===== config.mk =====
export PLATFORM = sky130hd
export DESIGN_NAME = mem_stage
export DESIGN_NICKNAME = d
export VERILOG_FILES = /design/src/rtl/mem_pkg.sv /design/src/rtl/mem_stage_lsu_align.sv /design/src/rtl/mem_stage.sv
export SDC_FILE = /design/constraint.sdc
export NUM_CORES = 1
export LEC_CHECK = 0
export ABC_CLOCK_PERIOD_IN_PS = 2500
export BUFFER_PORTS_ARGS = -buffer_cell sky130_fd_sc_hd__buf_2
export CAP_MARGIN = 10
export CORE_MARGIN = 2
export CORE_UTILIZATION = 36
export CTS_CLUSTER_SIZE = 25
export DETAILED_ROUTE_END_ITERATION = 10
export GPL_TIMING_DRIVEN = 0
export PLACE_DENSITY_LB_ADDON = 0.2
export SETUP_SLACK_MARGIN = 0.2
export SLEW_MARGIN = 10
export SYNTH_ARGS = -nofsm -noshare
export SYNTH_HDL_FRONTEND = slang
export SYNTH_SLANG_ARGS = --single-unit

===== constraint.sdc =====
create_clock -name clk -period 2.5 [get_ports clk]
set_input_delay 0.5 -clock clk [delete_from_list [all_inputs] [get_ports clk]]
set_output_delay 0.5 -clock clk [all_outputs]
set_load 0.05 [all_outputs]

===== src/rtl/mem_pkg.sv =====
// Shared definitions for the RV32I memory stage: FSM states, funct3 encodings,
// exception cause codes and funct3 legality helpers.
package mem_pkg;

    typedef enum logic [0:0] {
        S_RUN  = 1'b0,
        S_WAIT = 1'b1
    } state_t;

    localparam logic [2:0] F3_B  = 3'b000;
    localparam logic [2:0] F3_H  = 3'b001;
    localparam logic [2:0] F3_W  = 3'b010;
    localparam logic [2:0] F3_BU = 3'b100;
    localparam logic [2:0] F3_HU = 3'b101;

    localparam logic [1:0] EXC_NONE  = 2'b00;
    localparam logic [1:0] EXC_MISAL = 2'b01;
    localparam logic [1:0] EXC_BUS   = 2'b10;
    localparam logic [1:0] EXC_ILL   = 2'b11;

    function automatic logic load_f3_ok(input logic [2:0] f3);
        return (f3 == F3_B) || (f3 == F3_H) || (f3 == F3_W) ||
               (f3 == F3_BU) || (f3 == F3_HU);
    endfunction

    function automatic logic store_f3_ok(input logic [2:0] f3);
        return (f3 == F3_B) || (f3 == F3_H) || (f3 == F3_W);
    endfunction

endpackage


===== src/rtl/mem_stage_lsu_align.sv =====
// Byte-lane logic: store byte enables and lane replication, load alignment
// with sign/zero extension. Purely combinational.
module lsu_align
    import mem_pkg::*;
(
    input  logic [1:0]  addr,
    input  logic [2:0]  funct3,
    input  logic [31:0] rs2,
    input  logic [31:0] rdata,
    output logic [3:0]  be,
    output logic [31:0] wdata,
    output logic [31:0] load_data
);

    logic [31:0] shifted;

    always_comb begin
        be    = 4'b1111;
        wdata = rs2;
        case (funct3[1:0])
            2'b00: begin
                be    = 4'b0001 << addr;
                wdata = {4{rs2[7:0]}};
            end
            2'b01: begin
                be    = addr[1] ? 4'b1100 : 4'b0011;
                wdata = {2{rs2[15:0]}};
            end
            default: begin
                be    = 4'b1111;
                wdata = rs2;
            end
        endcase
    end

    always_comb begin
        shifted   = rdata >> {addr, 3'b000};
        load_data = shifted;
        case (funct3)
            F3_B:    load_data = {{24{shifted[7]}}, shifted[7:0]};
            F3_H:    load_data = {{16{shifted[15]}}, shifted[15:0]};
            F3_BU:   load_data = {24'h0, shifted[7:0]};
            F3_HU:   load_data = {16'h0, shifted[15:0]};
            default: load_data = shifted;
        endcase
    end

endmodule


===== src/rtl/mem_stage.sv =====
// RV32I memory stage: EX/MEM and MEM/WB registers, data-memory req/ack
// handshake with wait-state stall and bus timeout.
module mem_stage
    import mem_pkg::*;
#(
    parameter int TIMEOUT = 16
) (
    input  logic        clk,
    input  logic        rst,
    input  logic        VALID_EX,
    input  logic [31:0] ALU_OUT_EX,
    input  logic [31:0] REG_DATA2_EX,
    input  logic [4:0]  RD_EX,
    input  logic [2:0]  Funct3_EX,
    input  logic        MemRd_EX,
    input  logic        MemRW_EX,
    input  logic        RegWEn_EX,
    input  logic [1:0]  WBSel_EX,
    output logic        DMEM_REQ,
    output logic        DMEM_WE,
    output logic [31:0] DMEM_ADDR,
    output logic [3:0]  DMEM_BE,
    output logic [31:0] DMEM_WDATA,
    input  logic [31:0] DMEM_RDATA,
    input  logic        DMEM_ACK,
    output logic        STALL_MEM,
    output logic        VALID_WB,
    output logic [4:0]  RD_WB,
    output logic        RegWEn_WB,
    output logic [1:0]  WBSel_WB,
    output logic [31:0] ALU_OUT_WB,
    output logic [31:0] MEM_DATA_WB,
    output logic [1:0]  MEM_EXC_WB,
    output state_t      fsm_state
);

    localparam int CW = (TIMEOUT > 2) ? $clog2(TIMEOUT) : 1;
    localparam logic [CW-1:0] CNT_LAST = CW'(TIMEOUT - 1);

    logic        m_valid, m_rd_op, m_wr_op, m_regwen;
    logic [31:0] m_alu, m_rs2;
    logic [4:0]  m_rd;
    logic [2:0]  m_f3;
    logic [1:0]  m_wbsel;

    state_t        state;
    logic [CW-1:0] cnt;

    logic        mem_op, illegal, misal, req, abort;
    logic [1:0]  exc;
    logic [3:0]  st_be;
    logic [31:0] st_wdata, ld_data;

    // Handshake: DMEM_REQ and its companions come from registered state only.
    // An access completes in the cycle where REQ and ACK are both high; ACK
    // while REQ is low has no effect.
    always_comb begin
        mem_op  = m_valid & (m_rd_op | m_wr_op);
        illegal = mem_op & ((m_rd_op & m_wr_op) |
                            (m_rd_op & ~load_f3_ok(m_f3)) |
                            (m_wr_op & ~store_f3_ok(m_f3)));
        misal   = mem_op & (((m_f3[1:0] == 2'b01) & m_alu[0]) |
                            ((m_f3[1:0] == 2'b10) & (m_alu[1:0] != 2'b00)));
        req     = mem_op & ~illegal & ~misal;
        abort   = req & (state == S_WAIT) & ~DMEM_ACK & (cnt == CNT_LAST);
        exc     = EXC_NONE;
        if (illegal)
            exc = EXC_ILL;
        else if (misal)
            exc = EXC_MISAL;
        else if (abort)
            exc = EXC_BUS;
    end

    lsu_align u_align (
        .addr      (m_alu[1:0]),
        .funct3    (m_f3),
        .rs2       (m_rs2),
        .rdata     (DMEM_RDATA),
        .be        (st_be),
        .wdata     (st_wdata),
        .load_data (ld_data)
    );

    assign DMEM_REQ   = req;
    assign DMEM_WE    = req & m_wr_op;
    assign DMEM_ADDR  = {m_alu[31:2], 2'b00};
    assign DMEM_BE    = req ? (m_wr_op ? st_be : 4'b1111) : 4'b0000;
    assign DMEM_WDATA = st_wdata;
    assign STALL_MEM  = req & ~DMEM_ACK & ~abort;
    assign fsm_state  = state;

    always_ff @(posedge clk) begin
        if (rst) begin
            state <= S_RUN;
            cnt   <= '0;
        end else begin
            case (state)
                S_RUN: begin
                    if (req && !DMEM_ACK) begin
                        state <= S_WAIT;
                        cnt   <= CW'(1);
                    end
                end
                S_WAIT: begin
                    if (DMEM_ACK || cnt == CNT_LAST) begin
                        state <= S_RUN;
                        cnt   <= '0;
                    end else begin
                        cnt <= cnt + 1'b1;
                    end
                end
                default: begin
                    state <= S_RUN;
                    cnt   <= '0;
                end
            endcase
        end
    end

    always_ff @(posedge clk) begin
        if (rst) begin
            m_valid  <= 1'b0;
            m_rd_op  <= 1'b0;
            m_wr_op  <= 1'b0;
            m_regwen <= 1'b0;
            m_alu    <= '0;
            m_rs2    <= '0;
            m_rd     <= '0;
            m_f3     <= '0;
            m_wbsel  <= '0;
        end else if (!STALL_MEM) begin
            m_valid  <= VALID_EX;
            m_rd_op  <= MemRd_EX;
            m_wr_op  <= MemRW_EX;
            m_regwen <= RegWEn_EX;
            m_alu    <= ALU_OUT_EX;
            m_rs2    <= REG_DATA2_EX;
            m_rd     <= RD_EX;
            m_f3     <= Funct3_EX;
            m_wbsel  <= WBSel_EX;
        end
    end

    // A stalled M slot sends a bubble down so WB never sees a half-done access.
    always_ff @(posedge clk) begin
        if (rst || STALL_MEM) begin
            VALID_WB    <= 1'b0;
            RD_WB       <= '0;
            RegWEn_WB   <= 1'b0;
            WBSel_WB    <= '0;
            ALU_OUT_WB  <= '0;
            MEM_DATA_WB <= '0;
            MEM_EXC_WB  <= EXC_NONE;
        end else begin
            VALID_WB    <= m_valid;
            RD_WB       <= m_rd;
            RegWEn_WB   <= m_valid & m_regwen & (exc == EXC_NONE);
            WBSel_WB    <= m_wbsel;
            ALU_OUT_WB  <= m_alu;
            MEM_DATA_WB <= (req && m_rd_op && DMEM_ACK) ? ld_data : 32'h0;
            MEM_EXC_WB  <= exc;
        end
    end

endmodule


# Yosys cells after proc, flatten, opt, wreduce, memory -nomap -nowiden
# Cells that the tools add are included.
totals:
  ff_bits: 158
  latchBits: 0
  mem_bits_rw: 0
  romBits: 0
  in_bits: 113
  memories: 0
classes:
  n_addsub: 1
  multipliers: 0
  div_mod_pow: 0
  order_cmp: 0
  n_eq_ne: 8
  shift: 2
  mux: 15
  bitwise_logic: 30
  n_reduce_logical: 15
ops:
  columns: ["cell", "n"]
  rows:
  - ["$pmux W32 S4", 1]
  - ["$pmux W32 S2", 1]
  - ["$shr A32 B5 Y32", 1]
  - ["$mux W4", 5]
  - ["$and A1 B1 Y1", 18]
  - ["$pmux W4 S2", 2]
  - ["$not A1 Y1", 8]
  - ["$eq A3 B3 Y1 const B", 2]
  - ["$logic_or A1 B1 Y1", 6]
  - ["$mux W2", 3]
  - ["$add A4 B1 Y4 const B", 1]
  - ["$eq A4 B4 Y1 const B", 1]
  - ["$logic_not A2 Y1", 2]
  - ["$or A1 B1 Y1", 4]
  - ["$shl A1 B2 Y4 const A", 1]
  - ["$eq A3 B1 Y1 const B", 1]
  - ["$eq A3 B2 Y1 const B", 1]
  - ["$logic_and A1 B1 Y1", 3]
  - ["$logic_not A3 Y1", 1]
  - ["$eq A2 B1 Y1 const B", 1]
  - ["$eq A2 B2 Y1 const B", 1]
  - ["$mux W1", 2]
  - ["$ne A2 B2 Y1 const B", 1]
  - ["$pmux W1 S2", 1]
  - ["other kinds (3)", 3]

# Logic depth before layout (Yosys ltp)
depth:
  ltp_word: 21
  ltp_mapped: 8
  mapped_depth_nobuf: 5

# Modules after synthesis
# A second synthesis with hierarchy kept.
unflattened:
  hier_cells: 817
  area_unflattened_um2: 7422.1
modules_own_cells:
  columns: ["module", "n_inst", "cells_each", "area_per_inst_um2", "seq_area_each_um2"]
  rows:
  - ["mem_stage", 1, 626, 6149.6, 3163.0]
  - ["lsu_align", 1, 191, 1272.5, 0.0]

# Least setup slack after synthesis
# Ideal clock, no wire load.
synth_timing:
  path_type: "flip-flop to output port"
  from: "reg m_f3[0]"
  to: "out DMEM_BE[0]"
  arrival_ns: 2.136
  path_slack_ns: -0.136
  path_stages_with_launch: 7
  cell_sequence: "dfxtp_1 > buf_2 > a211oi_1 > nor3_2 > or3_1 > clkbuf_1 > a21oi_1"
synth_via:
  elab_chain_len: 14
  elab_cells_between_ends: 30
  classes_between: "eq/ne (6); mux (3); bitwise (15); reduce/logical (6)"
synth_rtl:
  columns: ["element", "line", "source"]
  rows:
  - ["start, declared", "mem_stage.sv:43", "logic [2:0] m_f3;"]
  - ["start signal, assigned", "mem_stage.sv:140", "m_f3 <= Funct3_EX;"]
  - ["$eq A3 B1 Y1 / $logic_not A3 Y1 (equally long branches)", "mem_pkg.sv:22, mem_pkg.sv:27", null]
  - ["$logic_or A1 B1 Y1 (2 in a row)", "mem_pkg.sv:22, mem_pkg.sv:27", null]
  - ["$logic_or A1 B1 Y1", "mem_pkg.sv:22", "return (f3 == F3_B) || (f3 == F3_H) || (f3 == F3_W) ||"]
  - ["$logic_or A1 B1 Y1", "mem_pkg.sv:23", "(f3 == F3_BU) || (f3 == F3_HU);"]
  - ["$not A1 Y1", "mem_stage.sv:60", "(m_rd_op & ~load_f3_ok(m_f3)) |"]
  - ["$and A1 B1 Y1", "mem_stage.sv:60", null]
  - ["$or A1 B1 Y1", "mem_stage.sv:59", "illegal = mem_op & ((m_rd_op & m_wr_op) |"]
  - ["$or A1 B1 Y1", "mem_stage.sv:60", null]
  - ["$and A1 B1 Y1", "mem_stage.sv:59", null]
  - ["$not A1 Y1", "mem_stage.sv:64", "req = mem_op & ~illegal & ~misal;"]
  - ["$and A1 B1 Y1 (2 in a row)", "mem_stage.sv:64", null]
  - ["$mux W4 *", "mem_stage.sv:88", "assign DMEM_BE = req ? (m_wr_op ? st_be : 4'b1111) : 4'b0000;"]
  - ["end, declared", "mem_stage.sv:22", "output logic [3:0] DMEM_BE,"]
# Every way passes the cells marked *; elsewhere a longest branch is shown, timed or not.

# Worst setup path in the final report
layout_timing:
  from: "reg m_f3[0]"
  to: "out DMEM_BE[3]"
# Same word-level chain as after synthesis.

==> summary.md <==
| Metric | Value |
|---|---|
| DRC errors left | 0 |
| DR vias/cell | 5.17 |
| Final net count | 1177 |
| CTS tree | yes |
| Worst clock skew | 0.00817 ns |
| Slowest stage delay, CP | 0.35 ns |
| Crit-path leading delay family | buffers and inverters |
| Hold wc startpoint | VALID_EX |
| Met2 Resource Use GR | 34.7% |
| Busiest metal layer after global routing | met2 |
| Reg clk slew, reported paths | 0.07 ns |
| Worst Tran Pin Value | 0.605 ns |
| Worst-path maximum fanout | 7 |
| Vias in the first global route | 6474 |
| Worst Path Buf+Inv | 3 |
| Reg-to-reg startpoint | m_rd_op |
| Final WS setup | -0.00500 ns |
| Average wire per standard cell | 17.4 um |
| Final Hold Vio Count | 0 |
| Clk buf depth | 2 |
| Register area share after synthesis | 45.4% |
| Clock sinks | 158 |
| Layout cells sized above 1 | 41.4% |
| Placed Cells | 1289 |
| Largest family of logic cells by synthesized area | compound AO/OA/AOI/OAI gates |
| Hold EP | m_valid |
| Post-synthesis compound-gate area fraction | 21.3% |
| Depth of the CTS H-tree | 4 |
| FILL cells | 1835 |
| Data arrival time of the critical path | 2.00 ns |
| Hold bufs inserted after CTS | 0 |
| CP Launch Type | register |
| Port Buf Inserts | 257 |
| Die X-Extent | 143 um |
| Via count | 6918 |
| #FFs+latches synth | 158 |
| Worst EP required | 2.00 ns |
| Clock root cell | clkbuf_16 |
| Slew headroom | 59.6% |
| Final setup vio count | 1 |
| Hold Path Depth | 2 |
| Crit path time final | 2.50 ns |
| Mux cell area share after synthesis | 6.64% |
| Iter 0 DRT Violations | 475 |
| Area of the mapped netlist | 6970 um^2 |
| Critical Path Most Common Cell | buf_6 |
| Synth warn | 0 |
| Register Area | 3180 um^2 |
| Yosys top cell area share | 45.4% |
| Total CTS buffers | 17 |
| Ranking of synthesized cells by area | dfxtp_1 45%, o31ai_1 8.1%, a21oi_1 7.6% |
| Initial core utilization | 37.0% |
| Max-cap violations | 0 |
| Largest net degree at the start of global routing | 17 |
| Most common cell in the netlist | dfxtp_1 |
| Detailed Place HPWL | 16.5 mm |
| Syn Inst Count | 771 |
| Max VDD drop | 0.000432 V |
| EDFF count, synth | 0 |
| RePlAce Congestion | 0.847 |
| Routed WL | 23.2 mm |
| Simple-gate area share of the yosys netlist | 16.3% |
| Die height | 143 um |
| Post-route insts no fill | 1339 |
| Fin crit share | 100% |
| Adder-Cell Fraction of Synth Area | 0.180% |
| Grt met1 use | 29.0% |
| Failing checks | negative setup slack |
| Power per Cell Area | 688 nW/um^2 |
| Reg-to-Reg End | m_rs2[28] |
| Asr flop ratio synth | 0% |
| Cell taking the most area after synthesis | dfxtp_1 |
| Setup TNS | -0.00500 ns |
| Die ar. | 20500 um^2 |
| Worst-Skew Late Latency | 0.42 ns |
| Gr usage total | 21.9% |
| IO Pins | 260 |
| Type of the worst setup path | reg -> out |
| CP Capture Type | primary output |
| LEAKAGE | 4.23 nW |
| Overflow after GRT | 0 |
| Met3 usage | 5.73% |
| Crit path cell chain | buf_6 > a211oi_4 > nor3_4 > or3_4 > buf_12 > a21oi_4 > buf_6 |
| Class of the worst hold path | in -> reg |
| Outcome | finished with violations |
| Commonest cells post-synth | 158 x dfxtp_1, 106 x a21oi_1, 75 x nand4_1, 75 x o31ai_1, 47 x and2_1 |
| RSZ-0062 raised after global routing | yes |
| Initial antenna violation count | 6 |
| Area of the multi-input gates | 3280 um^2 |
| DRT antenna net count | 0 |
| Worst R2R Setup Slack | 0.33 ns |
| Syn avg cell area | 9.04 um^2 |
| Xor/xnor share of the synthesized area | 0.126% |
| Worst r2r path cells | 8 |
| Std-Cell Rows | 50 |
| Top FF cell, synth | dfxtp_1 |
| Area growth syn-to-layout | 39.8% |
| Max-slew violations | 0 |
| CORE AREA | 18800 um^2 |
| First-pass DRT Iterations | 5 |
| First-pass GRT wire length | 35.0 mm |
| Slowest library cell on the worst path | or3_4 |
| Synth cell types | 47 |
| Fmax achieved | 0.399 GHz |
[cell usage in the layout (no fill, tap or decap), types with 8 or more instances in the layout]
cell	Yosys	final
o21ai_1	1	9
and2_1	47	47
dfxtp_1	158	149
a211oi_1	16	15
clkbuf_16	0	18
buf_6	1	13
mux2i_1	17	17
a21oi_1	106	101
o31ai_1	75	75
mux2_4	0	8
clkbuf_1	43	36
nand2_1	29	29
nand4_1	75	75
nor2b_1	9	9
buf_8	0	9
buf_4	43	58
mux2_2	26	18
o21ai_0	19	9
buf_2	30	267
nor2_1	15	13
[worst register-to-register path, cell delays in order, from the launching register on]
cell and delay [ns]:
dfxtp_4 0.38, buf_4 0.13, o21ai_2 0.15, a211o_4 0.37
buf_4 0.16, buf_2 0.21, buf_2 0.22, o31ai_1 0.32
a21oi_1 0.11
[how the worst max path moves through the flow]
stage,start,endpoint,slack [ns],cells after the start
after floorplan,cnt[0],STALL_MEM,0.09,4
after global routing,m_f3[0],DMEM_BE[3],-0.03,7
final,m_f3[0],DMEM_BE[3],-0.005,7
after detailed placement,m_alu[0],DMEM_BE[3],-0.26,6
after CTS,m_rd_op,DMEM_BE[3],0.02,6
after global placement,m_alu[0],DMEM_BE[3],-0.24,6
[registers in the layout, summed over array words and instances (netlist names)]
signal and cells:
WBSel_WB 2, m_rs2 32, MEM_DATA_WB 32, fsm_state 1, m_valid 1, m_wr_op 1, RegWEn_WB 1, MEM_EXC_WB 2
VALID_WB 1, m_wbsel 2, m_f3 3, m_rd_op 1, RD_WB 5, m_alu 32, m_rd 5, ALU_OUT_WB 32
m_regwen 1, cnt 4
[through the flow]
stage	power [mW]	hold WS (ns)	setup slack (ns)	utilization (%)	area [um^2]
global route	6.96	0.296	-0.0344	51.7	9740
finish	6.70	0.293	-0.00500	51.7	9740
detailed placement	3.99	0.443	-0.258	45.8	8630
floorplan	3.62	0.428	0.0929	-	7020
global placement	3.98	0.435	-0.244	45.8	8630
CTS	6.71	0.275	0.0215	51.2	9640
[final cells by class]
type	instances	share of cell area, %
multi-input cells	483	33.7
clock inverters	14	1.64
plain buffers	125	7.99
flip-flops and latches	158	32.7
well taps	260	3.34
clock buffers	18	4.51
diodes	3	0.0771
repair buffers	272	15.8
inverters	6	0.231
[power by group]
| group | internal, mW | leakage [nW] | total (mW) | switching, mW |
|---|---|---|---|---|
| registers | 2.63 | 1.30 | 2.71 | 0.0781 |
| clock network | 1.51 | 0.273 | 2.64 | 1.13 |
| logic | 0.466 | 2.65 | 1.35 | 0.885 |
[routing by layer]
layer	part of all wire [%]	wire length [um]
met5	0.099	23
met3	7.9	1840
met4	1.7	406
met2	46	10600
met1	44	10300
[what timing repair did]
action | CTS | global route
setup endpoints to repair | 25 | 40
setup buffers | 14 | 1
gates resized for setup | 90 | 26
pin swaps | 8 | 4
[cells by family (layout without fill, tap and decap cells)]
| group | count (synthesis) | after routing |
|---|---|---|
| xor+xnor | 1 | 1 |
| simple gates | 199 | 199 |
| mux | 43 | 43 |
| buf+inv | 131 | 435 |
| compound gates | 237 | 237 |
| fa+ha+maj | 1 | 1 |
| flops | 158 | 158 |
| other cells | 1 | 5 |
Power figures use the tool's default switching activity.
